## src/rtl/gp_reg_pkg.sv

```systemverilog
// rtl/gp_reg_pkg.sv - FunSel codes and next-value rule shared by the register bank
package gp_reg_pkg;

  localparam logic [1:0] FS_CLR  = 2'b00;
  localparam logic [1:0] FS_LOAD = 2'b01;
  localparam logic [1:0] FS_DEC  = 2'b10;
  localparam logic [1:0] FS_INC  = 2'b11;

  // Widest register the shared rule supports; callers zero-extend into it.
  localparam int MAX_W = 64;

  typedef struct packed {
    logic [MAX_W-1:0] value;
    logic             evt;
  } next_t;

  function automatic next_t next_value(
    input logic [MAX_W-1:0] value,
    input logic [1:0]       funsel,
    input logic [MAX_W-1:0] load,
    input int               width,
    input logic             saturate
  );
    logic [MAX_W-1:0] ones;
    next_t            r;
    for (int b = 0; b < MAX_W; b++) ones[b] = (b < width);
    r.value = value;
    r.evt   = 1'b0;
    case (funsel)
      FS_CLR:  r.value = '0;
      FS_LOAD: r.value = load;
      FS_DEC: begin
        if (value == '0) begin
          r.evt   = 1'b1;
          r.value = saturate ? '0 : ones;
        end else begin
          r.value = value - MAX_W'(1);
        end
      end
      default: begin
        if (value == ones) begin
          r.evt   = 1'b1;
          r.value = saturate ? ones : '0;
        end else begin
          r.value = value + MAX_W'(1);
        end
      end
    endcase
    return r;
  endfunction

endpackage

```

## src/rtl/gp_reg_bank_if.sv

```systemverilog
// rtl/gp_reg_bank_if.sv - command and read-port bundle of the register bank
interface gp_reg_bank_if #(
  parameter int WIDTH = 8,
  parameter int DEPTH = 8
);
  localparam int SEL_W = $clog2(DEPTH);

  logic [WIDTH-1:0] load;
  logic [1:0]       funsel;
  logic [DEPTH-1:0] rsel;
  logic [SEL_W-1:0] o1sel;
  logic [SEL_W-1:0] o2sel;
  logic [WIDTH-1:0] o1;
  logic [WIDTH-1:0] o2;
  logic [DEPTH-1:0] zero;
  logic             ovf;

  modport master (
    output load, funsel, rsel, o1sel, o2sel,
    input  o1, o2, zero, ovf
  );

  modport slave (
    input  load, funsel, rsel, o1sel, o2sel,
    output o1, o2, zero, ovf
  );
endinterface

```

## src/rtl/gp_reg_cell.sv

```systemverilog
// rtl/gp_reg_cell.sv - one counter/loader register with wrap or saturate policy
module gp_reg_cell
  import gp_reg_pkg::*;
#(
  parameter int               WIDTH     = 8,
  parameter int               SATURATE  = 0,
  parameter logic [WIDTH-1:0] RESET_VAL = '0
) (
  input  logic             clk,
  input  logic             rst,
  input  logic             en,
  input  logic [1:0]       funsel,
  input  logic [WIDTH-1:0] load,
  output logic [WIDTH-1:0] q,
  output logic [WIDTH-1:0] next,
  output logic             evt
);

  next_t nv;

  always_comb nv = next_value(MAX_W'(q), funsel, MAX_W'(load), WIDTH, SATURATE != 0);

  assign next = nv.value[WIDTH-1:0];
  assign evt  = en & nv.evt;

  // Upper bits of the shared rule are always zero for a narrower register.
  if (WIDTH < MAX_W) begin : g_hi
    logic unused_hi;
    assign unused_hi = ^nv.value[MAX_W-1:WIDTH];
  end

  always_ff @(posedge clk) begin
    if (rst) begin
      q <= RESET_VAL;
    end else if (en) begin
      q <= next;
    end
  end

endmodule

```

## src/rtl/gp_reg_bank.sv

```systemverilog
// rtl/gp_reg_bank.sv - DEPTH x WIDTH register bank with two read ports, zero flags and overflow event
module gp_reg_bank
  import gp_reg_pkg::*;
#(
  parameter int               WIDTH     = 8,
  parameter int               DEPTH     = 8,
  parameter int               SEL_W     = $clog2(DEPTH),
  parameter int               SATURATE  = 0,
  parameter int               BYPASS    = 0,
  parameter logic [WIDTH-1:0] RESET_VAL = '0
) (
  input logic         clk,
  input logic         rst,
  gp_reg_bank_if.slave bus
);

  logic [WIDTH-1:0] q   [DEPTH];
  logic [WIDTH-1:0] nxt [DEPTH];
  logic [DEPTH-1:0] evt;
  logic [WIDTH-1:0] o1_mux;
  logic [WIDTH-1:0] o2_mux;
  logic             ovf_r;

  for (genvar i = 0; i < DEPTH; i++) begin : g_cell
    gp_reg_cell #(
      .WIDTH     (WIDTH),
      .SATURATE  (SATURATE),
      .RESET_VAL (RESET_VAL)
    ) u_cell (
      .clk    (clk),
      .rst    (rst),
      .en     (bus.rsel[i]),
      .funsel (bus.funsel),
      .load   (bus.load),
      .q      (q[i]),
      .next   (nxt[i]),
      .evt    (evt[i])
    );
    assign bus.zero[i] = (q[i] == '0);
  end

  // Selects past DEPTH match no register and leave the port at zero.
  always_comb begin
    o1_mux = '0;
    o2_mux = '0;
    for (int i = 0; i < DEPTH; i++) begin
      if (bus.o1sel == SEL_W'(i)) begin
        o1_mux = (BYPASS != 0 && !rst && bus.rsel[i]) ? nxt[i] : q[i];
      end
      if (bus.o2sel == SEL_W'(i)) begin
        o2_mux = (BYPASS != 0 && !rst && bus.rsel[i]) ? nxt[i] : q[i];
      end
    end
  end

  assign bus.o1 = o1_mux;
  assign bus.o2 = o2_mux;

  always_ff @(posedge clk) begin
    if (rst) begin
      ovf_r <= 1'b0;
    end else begin
      ovf_r <= |evt;
    end
  end

  assign bus.ovf = ovf_r;

endmodule
```

## src/flat_wrapper.sv

```systemverilog
// flat-port wrapper written by rule: the top's interface ports become plain ports
module gp_reg_bank_flat import gp_reg_pkg::*;
#(
  parameter int               WIDTH     = 8,
  parameter int               DEPTH     = 8,
  parameter int               SEL_W     = $clog2(DEPTH),
  parameter int               SATURATE  = 0,
  parameter int               BYPASS    = 0,
  parameter logic [WIDTH-1:0] RESET_VAL = '0
)
  (clk, rst, bus_load, bus_funsel, bus_rsel, bus_o1sel, bus_o2sel, bus_o1, bus_o2, bus_zero, bus_ovf);
  gp_reg_bank_if #(.WIDTH(WIDTH), .DEPTH(DEPTH)) bus_i ();
  input logic clk;
  input logic rst;
  input wire logic [$bits(bus_i.load)-1:0] bus_load;
  input wire logic [$bits(bus_i.funsel)-1:0] bus_funsel;
  input wire logic [$bits(bus_i.rsel)-1:0] bus_rsel;
  input wire logic [$bits(bus_i.o1sel)-1:0] bus_o1sel;
  input wire logic [$bits(bus_i.o2sel)-1:0] bus_o2sel;
  output wire logic [$bits(bus_i.o1)-1:0] bus_o1;
  output wire logic [$bits(bus_i.o2)-1:0] bus_o2;
  output wire logic [$bits(bus_i.zero)-1:0] bus_zero;
  output wire logic [$bits(bus_i.ovf)-1:0] bus_ovf;
  assign bus_i.load = bus_load;
  assign bus_i.funsel = bus_funsel;
  assign bus_i.rsel = bus_rsel;
  assign bus_i.o1sel = bus_o1sel;
  assign bus_i.o2sel = bus_o2sel;
  assign bus_o1 = bus_i.o1;
  assign bus_o2 = bus_i.o2;
  assign bus_zero = bus_i.zero;
  assign bus_ovf = bus_i.ovf;
  gp_reg_bank #(.WIDTH(WIDTH), .DEPTH(DEPTH), .SEL_W(SEL_W), .SATURATE(SATURATE), .BYPASS(BYPASS), .RESET_VAL(RESET_VAL)) u_core (.clk(clk), .rst(rst), .bus(bus_i));
endmodule
```

## config.mk

```make
export PLATFORM = sky130hd
export DESIGN_NAME = gp_reg_bank_flat
export DESIGN_NICKNAME = d
export VERILOG_FILES = /design/src/rtl/gp_reg_pkg.sv /design/src/rtl/gp_reg_bank_if.sv /design/src/rtl/gp_reg_cell.sv /design/src/rtl/gp_reg_bank.sv /design/src/flat_wrapper.sv
export SDC_FILE = /design/constraint.sdc
export NUM_CORES = 1
export LEC_CHECK = 0
export CAP_MARGIN = 30
export CORE_MARGIN = 5
export CORE_UTILIZATION = 60
export CTS_CLUSTER_DIAMETER = 80
export CTS_CLUSTER_SIZE = 24
export DETAILED_ROUTE_END_ITERATION = 16
export PLACE_DENSITY = 0.8
export SYNTH_ARGS = -nofsm -noshare
export SYNTH_HDL_FRONTEND = slang
export SYNTH_HIERARCHICAL = 1
export SYNTH_SLANG_ARGS = --single-unit
```

## constraint.sdc

```tcl
create_clock -name clk -period 6.08 [get_ports clk]
set_input_delay 1.216 -clock clk [delete_from_list [all_inputs] [get_ports clk]]
set_output_delay 1.216 -clock clk [all_outputs]
set_load 0.01 [all_outputs]
```

==> flow_summary.ini, run 1 <==
[outcome]
outcome = finished clean

[timing]
slew_headroom_pct = 42.2
setup_viol = 0
slew_viol_final = 0
finalCritPeriodShare_pct = 80.4
worst_pin_slew_ns = 0.867
timing.fmax_mhz = 205
fin_skew_ns = 0.00423
rsz0062_at_grt = false
setup-tns-final_ns = 0
finalHoldViolCount = 0
final_period_minus_worst_setup_slack_ns = 4.89

[floorplanning]
start_util_pct = 60.7
core_area_mm2 = 0.0137
dieArea_mm2 = 0.0163
num_io_pins = 51
die_h_um = 128
rows = 43
die_w_um = 128

[yosys]
yosysWarnings = 6
synth_nets = 1136
syn_area_mm2 = 0.00832
syn_inst = 1094
synth_area_per_cell_um2 = 7.61

[setup_path]
worstSetupPathType = in2out
arrival_ns = 3.67
crit_required_ns = 4.86
end_kind = output port
cp_max_fo = 19
r2r_cells = 6
critPathLaunchType = primary input

[power]
p_leak_nw = 3.00
powerDensity_mw_per_mm2 = 197
irDropWorstVdd_uv = 113

[detailed_routing]
drt_iter0_markers = 1252
drtPass1Iterations = 6
vias = 8907
wl_mm = 26.5
via_per_inst = 7.17
drc = 0
antenna_left = 0
wire_per_inst_um = 21.4

[finish]
drive_gt1_share_pct = 9.51
num-nets-final = 1099
finish.utilization_pct = 62.3
diodes = 0
area_growth_pct = 2.63

[cts]
clk_pin_slew_ns = 0.05
cts_tree = done
clock_latency_ns = 0.34
root_buffer = clkbuf_16
clk_path_buf_depth = 2
htree_levels = 3
cts_setup_buffers = 0
clock-sinks = 65
cts_buffers = 9
ctsResizeCount = 0
cts_hold_buf = 0

[grt]
grt_first_pass_wirelength_mm = 41.9
grt_max_degree = 53
antenna_found_initial = 0
grt.total_usage_pct = 31.5
grt-ovfl-total = 0
grt_pass1_vias = 7921

[min_path]
hold_depth = 2
hold_path_class = reg2reg

[place]
gp_congestion = 0.958
numPortBuffers = 50
post-dp-hpwl_mm = 17.8

[run]
max-cap-violations = 0
==> cell usage in the layout, fill, tap and decap left out, types with 9 or more instances in the layout <==
cell type,instances
o21bai_1,28
a32oi_1,13
o211ai_1,11
inv_1,41
nand2_1,92
nand3_1,37
nand4_1,10
a21oi_1,78
nor2b_1,17
clkbuf_16,9
a311oi_1,16
clkdlybuf4s50_1,47
o21a_1,15
dfxtp_1,65
o21ai_0,33
and3_1,16
nor3_1,23
or4_4,14
a31oi_1,24
or3_1,21
ha_1,16
a41oi_1,16
or4_1,39
o31ai_1,15
nor3b_1,17
mux2i_1,31
nand2b_1,24
nor2_1,94
a22oi_1,10
==> report_power, final <==
| part | switching [mW] | internal (mW) | total, mW |
|---|---|---|---|
| Sequential | 0.131 | 0.459 | 0.591 |
| Combinational | 0.287 | 0.273 | 0.561 |
| Clock | 0.204 | 0.328 | 0.531 |
==> sequential cells by signal (all words and copies together), names as in the netlist <==
name,count
u_core/g_cell.u_cell/q,64
u_core/bus.ovf,1
==> final timing paths <==
check | slack (ns) | startpoint | to
max reg2reg | 3.80 | u_core/g_cell[3].u_cell/q[1] | u_core/bus.ovf
min reg2reg | 0.65 | u_core/g_cell[1].u_cell/q[6] | u_core/g_cell[1].u_cell/q[6]
min | 0.65 | u_core/g_cell[1].u_cell/q[6] | u_core/g_cell[1].u_cell/q[6]
max | 1.19 | bus_o1sel[1] | bus_o1[5]
==> layout make-up <==
type	count	area, um2
Clock buffer	13	250
Multi-Input combinational cell	882	6020
Fill cell	1231	5180
Sequential cell	65	1300
Tap cell	180	225
Clock inverter	3	40.0
Timing Repair Buffer	57	551
Inverter	42	158
==> through the flow <==
step | hold WS (ns) | power, mW | std cells | area, um2 | worst slack [ns]
5_1_grt | 0.685 | 1.76 | 1242 | 8540 | 1.09
4_1_cts | 0.627 | 1.67 | 1242 | 8540 | 1.21
2_1_floorplan | 0.573 | 0.993 | 1094 | 8320 | 2.71
3_3_place_gp | 0.621 | 1.13 | 1226 | 8250 | 1.22
3_5_place_dp | 0.622 | 1.14 | 1226 | 8250 | 1.20
6_report | 0.648 | 1.68 | 1242 | 8540 | 1.19
==> worst max-delay path, cell delays in order <==
cell and delay (ns):
clkdlybuf4s50_1 0.83, buf_4 0.40, mux2i_1 0.12, a2bb2oi_1 0.15, o21a_1 0.14, a221oi_2 0.22
clkdlybuf4s50_1 0.59
==> routing by layer <==
metal	part of all wire [%]	track usage (%)	up-vias
li1	-	-	4105
met4	5.3	16.3	0
met5	0	0	-
met3	9.7	5.50	116
met2	45	49.6	538
met1	40	41.4	4148
Note: power is estimated with default switching activity, not from simulation.
==> inputs of run 2 (changes only) <==
CORE_UTILIZATION = 56   (was 60)
PLACE_DENSITY = 0.79   (was 0.8)
clock period = 4.4 ns   (was 6.08 ns; I/O delays follow)
==> run 2 against run 1 <==
Net effect:
- count of clock-buffer cells in the layout is 1 lower
- sequential power increased by 37%
- first-iteration DRC count increased by 29%
==> flow_summary.ini, run 2 (synthesized netlist as in run 1, its figures left out) <==
[finish]
largest-register = u_core/g_cell.u_cell/q
area_growth_pct = 3.58
diodes = 0
final_area_mm2 = 0.00862
final_cell_count_no_fill = 1255
largest_register_ff_count = 64
layout_common_cells = 94 x nor2_1, 92 x nand2_1, 78 x a21oi_1
register_area_mm2 = 0.00130
final_common_cell = nor2_1
num-nets-final = 1108
drive_gt1_share_pct = 10.5
n_fill_cell = 1347
multi_input_area_mm2 = 0.00602

[grt]
antenna_found_initial = 0
grt_max_degree = 52
grt_first_pass_wirelength_mm = 41.8
grt.total_usage_pct = 29.0
grt-ovfl-total = 0
grt_pass1_vias = 7798

[floorplanning]
start_util_pct = 57.3
dieArea_mm2 = 0.0174
die_w_um = 132
num_io_pins = 51
die_h_um = 132
core_area_mm2 = 0.0145
rows = 44

[setup_path]
r2r_slack_ns = 2.00
r2r_cells = 6
arrival_ns = 3.09
worstReg2RegEnd = u_core/bus.ovf
worstSetupPathType = in2out
end_kind = output port
crit_required_ns = 3.52
critPathLaunchType = primary input
r2r-start = u_core/g_cell[3].u_cell/q[1]
cp_max_fo = 17

[timing]
slew_headroom_pct = 36.5
fin_skew_ns = 0.00564
worst_pin_slew_ns = 0.952
final_period_minus_worst_setup_slack_ns = 3.97
slew_viol_final = 0
rsz0062_at_grt = false
setup_viol = 0
setup-tns-final_ns = 0
finalHoldViolCount = 0
finalCritPeriodShare_pct = 90.3
timing.fmax_mhz = 252
holdWs_ns = 0.642

[detailed_routing]
drc = 0
drtPass1Iterations = 6
via_per_inst = 7.17
antenna_left = 0
drt_iter0_markers = 1618
wl_mm = 26.8
wire_per_inst_um = 21.4
vias = 8994

[cts]
clk_pin_slew_ns = 0.06
cts_hold_buf = 0
clock_latency_ns = 0.36
cts_buffers = 9
cts_setup_buffers = 0
ctsResizeCount = 0
root_buffer = clkbuf_16
htree_levels = 3
cts_tree = done
clock-sinks = 65
clk_path_buf_depth = 2

[run]
max-cap-violations = 0

[power]
p_leak_nw = 3.04
irDropWorstVdd_uv = 198
powerDensity_mw_per_mm2 = 269
p_total_mw = 2.32

[min_path]
holdCritStartpoint = u_core/g_cell[2].u_cell/q[6]
hold_path_class = reg2reg
hold_end = u_core/g_cell[2].u_cell/q[6]
hold_depth = 2

[place]
numPortBuffers = 50
dpl-instance-area_mm2 = 0.00834
post-dp-hpwl_mm = 17.9
dpl.cell_count = 1239
gp_congestion = 0.942

[outcome]
outcome = finished clean
==> run 2: cell count changes in the layout (fill, tap and decap cells not counted), sizes merged <==
cell	before	now
buf	10	19
bufinv	1	0
clkbuf	13	12
clkinv	3	2
clkinvlp	0	3
==> run 2: through the flow <==
stage | utilization (%) | worst slack (ns)
after floorplan | - | 1.70
after global placement | 57.4 | 0.469
after detailed placement | 57.4 | 0.507
after CTS | 59.3 | 0.476
after global routing | 59.3 | 0.309
final | 59.3 | 0.429
==> run 2: layout make-up <==
cell class / instances / share of cell area, %
timing repair buffer: 66 / 7.31
multi-input combinational: 882 / 69.8
sequential: 65 / 15.1
clock inverter: 4 / 0.319
clock buffer: 12 / 2.98
inverter: 42 / 1.83
tap: 184 / 2.67
==> run 2: worst max path at each step <==
stage	to	startpoint
floorplan	bus_o1[4]	bus_o1sel[0]
global placement	bus_o1[4]	bus_o1sel[1]
detailed placement	bus_o1[6]	bus_o1sel[2]
CTS	bus_o1[4]	bus_o1sel[1]
global route	bus_o1[3]	bus_o1sel[2]
finish	bus_o1[3]	bus_o1sel[2]
==> run 2: power breakdown <==
group | internal, mW | switching, mW | total [mW]
clock | 0.411 | 0.304 | 0.715
sequential | 0.634 | 0.176 | 0.810
combinational | 0.384 | 0.406 | 0.791
total | 1.43 | 0.885 | 2.32
==> run 2: per-layer routing <==
metal  vias to the layer above  global-route usage, %  part of all wire, %
met1                      4141                   41.2                   41
met4                         0                   15.0                  4.3
met3                        92                   4.08                   11
met2                       630                   42.4                   44
li1                       4131                      -                    -
met5                         -                      0                    0
==> run 2: worst max-delay path, cell delays in order <==
cell and delay (ns):
clkdlybuf4s50_1 0.84, nor2b_1 0.52, a22oi_1 0.19, o21a_1 0.17, clkdlybuf4s50_1 0.48
